File: config.mk
export PLATFORM = sky130hd
export DESIGN_NAME = demuxi_1to2
export DESIGN_NICKNAME = d
export VERILOG_FILES = /design/src/rtl/demuxi_1to2.sv
export SDC_FILE = /design/constraint.sdc
export NUM_CORES = 1
export LEC_CHECK = 0
export ABC_AREA = 1
export CAP_MARGIN = 20
export CORE_MARGIN = 2
export CORE_UTILIZATION = 45
export DETAILED_ROUTE_END_ITERATION = 10
export PLACE_DENSITY_LB_ADDON = 0.08
export REMOVE_ABC_BUFFERS = 1
export SYNTH_ARGS = -nofsm -noshare
export SYNTH_HDL_FRONTEND = slang
export SYNTH_SLANG_ARGS = --single-unit
File: constraint.sdc
create_clock -name clk -period 3.9 [get_ports clk]
set_clock_uncertainty 0.15 [all_clocks]
set_input_delay 1.17 -clock clk [delete_from_list [all_inputs] [get_ports clk]]
set_output_delay 1.17 -clock clk [all_outputs]
set_load 0.01 [all_outputs]
File: src/rtl/demuxi_1to2.sv
// Registered 1-to-2 stream demultiplexer: steers each accepted word to channel s,
// with a one-entry output register, valid/ready handshake and delivery counter per channel.
module demuxi_1to2 #(
  parameter int unsigned W  = 3,
  parameter int unsigned CW = 8
) (
  input  logic          clk,
  input  logic          rst_n,
  input  logic          s,
  input  logic [W-1:0]  d,
  input  logic          in_valid,
  output logic          in_ready,
  output logic [W-1:0]  z0,
  output logic          z0_valid,
  input  logic          z0_ready,
  output logic [W-1:0]  z1,
  output logic          z1_valid,
  input  logic          z1_ready,
  output logic [CW-1:0] cnt0,
  output logic [CW-1:0] cnt1
);

  logic [W-1:0]  z0_q, z0_d, z1_q, z1_d;
  logic          z0_valid_q, z0_valid_d, z1_valid_q, z1_valid_d;
  logic [CW-1:0] cnt0_q, cnt0_d, cnt1_q, cnt1_d;
  logic          sel_valid, sel_ready, accept, load0, load1, drain0, drain1;

  always_comb begin
    // Only the selected channel gates the input: head-of-line blocking is intended.
    sel_valid  = s ? z1_valid_q : z0_valid_q;
    sel_ready  = s ? z1_ready : z0_ready;
    in_ready   = !sel_valid || sel_ready;
    accept     = in_valid && in_ready;
    load0      = accept && !s;
    load1      = accept && s;
    drain0     = z0_valid_q && z0_ready;
    drain1     = z1_valid_q && z1_ready;

    z0_d       = load0 ? d : z0_q;
    z1_d       = load1 ? d : z1_q;
    z0_valid_d = load0 || (z0_valid_q && !z0_ready);
    z1_valid_d = load1 || (z1_valid_q && !z1_ready);
    cnt0_d     = cnt0_q + {{(CW-1){1'b0}}, drain0};
    cnt1_d     = cnt1_q + {{(CW-1){1'b0}}, drain1};
  end

  always_ff @(posedge clk or negedge rst_n) begin
    if (!rst_n) begin
      z0_q       <= '0;
      z1_q       <= '0;
      z0_valid_q <= 1'b0;
      z1_valid_q <= 1'b0;
      cnt0_q     <= '0;
      cnt1_q     <= '0;
    end else begin
      z0_q       <= z0_d;
      z1_q       <= z1_d;
      z0_valid_q <= z0_valid_d;
      z1_valid_q <= z1_valid_d;
      cnt0_q     <= cnt0_d;
      cnt1_q     <= cnt1_d;
    end
  end

  assign z0       = z0_q;
  assign z1       = z1_q;
  assign z0_valid = z0_valid_q;
  assign z1_valid = z1_valid_q;
  assign cnt0     = cnt0_q;
  assign cnt1     = cnt1_q;

endmodule
==> results.toml <==
[critical_path]
crit_path_end_kind = "output pin"
crit_fanout = 6
required_ps = 2580
critPathKind = "input pin to output pin"
cp_slowest_cell = "clkdlybuf4s50_1"
r2r_start = "z1_valid"
start_kind = "input pin"
slowest_delay_ps = 530
crit_start = "s"
cp_cell_sequence = "clkdlybuf4s50_1, inv_2, nand2_1, nand2_1, clkdlybuf4s50_1"
cp_data_arrival_time_ps = 2470

[floorplanning]
coreArea_um2 = 2230
die_y_um = 52.9
rows = 17
die_width_um = 52.9
dieArea_um2 = 2800
ios = 34
initial_core_util = 0.482

[placement]
io_buffers = 33
dp_hpwl_mm = 1.63
gp_congestion = 0.728
post-place-cells = 179

[clock_network]
cts_max_path_buffers = 2
cts_tree = "done"
postCtsSetupBuffers = 0
cts_htree_levels = 1
postCtsResizedCells = 0
clock-sinks = 24
insertion_delay_ps = 310
clkTransAtPathRegs_ps = 130
cts-hold-fix-buffers = 0
cts_made_buffers = 3
root_buffer = "clkbuf_4"

[power_and_ir_drop]
pwr_density_cell_nw_per_um2 = 525
irDropWorstVdd_mv = 0.341
finalPower_uw = 790
p_leak_nw = 0.713

[sta]
hold_viol = 0
worstMarginPinSlew_ps = 312
tns_ps = 0
finalSetupViolCount = 0
fmax_ghz = 0.264
rsz0062_at_grt = "no"
period_share = 0.971
relSlewSlack = 0.792
finalCriticalPeriod_ps = 3790
final_max_slew_viol_count = 0

[yosys]
syn_inst = 117
yosysUniqueCellTypes = 16
yosysSeqAreaShare = 0.558
netlist_area_um2 = 1080
post_synth.cell_area_avg_um2 = 9.20
yosysWarnings = 0
yosys_register_bits = 24

[hold_path]
min_path_type = "flop to flop"
min_from = "z1[2]"

[routing]
routed_wl_mm = 2.07
viasPerCell = 4.90
drc_errors = 0
vias = 897
drt_iter0_drc = 9
postRouteAntennaNets = 0
routedWlPerCell_um = 11.3
firstDrtPassIters = 4

[grt]
grt_pass1_wl_mm = 3.62
grt-ovfl-total = 0
grt_max_degree = 25
grt_pass1_vias = 873
antenna_found_initial = 0
track_usage = 0.179

[finish]
drive_gt1_frac = 0.0968
fin_nets = 169
final_common_cell = "nand2_1"
area_growth_pct = 39.8
antenna_cells = 0
post_layout_nonfiller_instances = 183
final_cell_mix = "nand2_1, clkdlybuf4s50_1, dfrtp_1"

[job]
drv_cap = 0

[status]
status = "finished clean"
worst max-delay path: cells and delay by family:
family	cells	cell delay (ps)
buffers and inverters	3	1180
AND/OR/NAND/NOR	2	120
cell families (layout without fill, tap and decap cells):
kind of cell | Yosys count | in the layout | share of synthesized area
DFF | 24 | 24 | 0.558
and+or+nand+nor | 67 | 67 | 0.287
buffers and inverters | 14 | 52 | 0.0500
AOI/OAI and AO/OA | 2 | 2 | 0.00930
xor gates and xnor gates | 6 | 6 | 0.0488
adders and majority gates | 4 | 4 | 0.0465
registers in the layout, summed over array words and instances (netlist names):
signal and cells:
cnt1 8, z1_valid 1, z1 3, cnt0 8, z0 3, z0_valid 1
through the flow:
step           setup WS (ps)  area (um2)   util  hold slack, ps
2_1_floorplan           1100        1070      -             357
3_3_place_gp             144        1450  0.650             306
3_5_place_dp             132        1450  0.650             312
4_1_cts                  122        1500  0.673             343
5_1_grt                 51.7        1500  0.673             377
6_report                 115        1500  0.673             337
layout make-up:
cell class / count / area [um2]
fillers: 190 / 729
well taps: 28 / 35.0
clock buffers: 3 / 22.5
multi-input cells: 79 / 422
repair buffers: 35 / 345
clock inverters: 1 / 30.0
flip-flops and latches: 24 / 601
inverters: 13 / 48.8
synth_stat cells:
library cell  number  area share
nor2_2             2       0.012
nand4_1            6       0.035
xnor2_1            2       0.016
xor2_1             4       0.033
buf_2              1      0.0046
nand2_1           42        0.15
nor2_1             4       0.014
nand3_1            7       0.033
nor2_4             2       0.021
inv_2              1      0.0035
ha_1               4       0.047
nand3_2            1      0.0093
inv_1             12       0.042
dfrtp_1           24        0.56
nand2_2            3       0.017
o21ai_1            2      0.0093
path summary, 6_finish.rpt:
check                            to  slack [ps]  cells past startpoint
setup reg to reg            cnt1[6]        2360                      7
hold / removal                z1[2]         340                      2
min in group asynchronous   cnt1[3]        1060                      2
hold reg to reg               z1[2]         340                      2
setup / recovery           in_ready         110                      5
max in group asynchronous     z0[2]        2310                      2
routing by layer:
layer,routed length (um),part of all wire,vias to the layer above,track usage
met5,0,0,-,0
met4,29,0.014,0,0.0641
met3,120,0.058,4,0.0452
met2,1020,0.49,26,0.329
met1,896,0.43,423,0.197
li1,-,-,444,-
report_power, final:
part | total [mW] | switching (mW) | internal, mW | leakage (nW)
clock network | 0.177 | 0.0735 | 0.104 | 0.0279
logic | 0.249 | 0.106 | 0.143 | 0.379
registers | 0.364 | 0.0553 | 0.308 | 0.306
(Power assumes the default switching activity.)
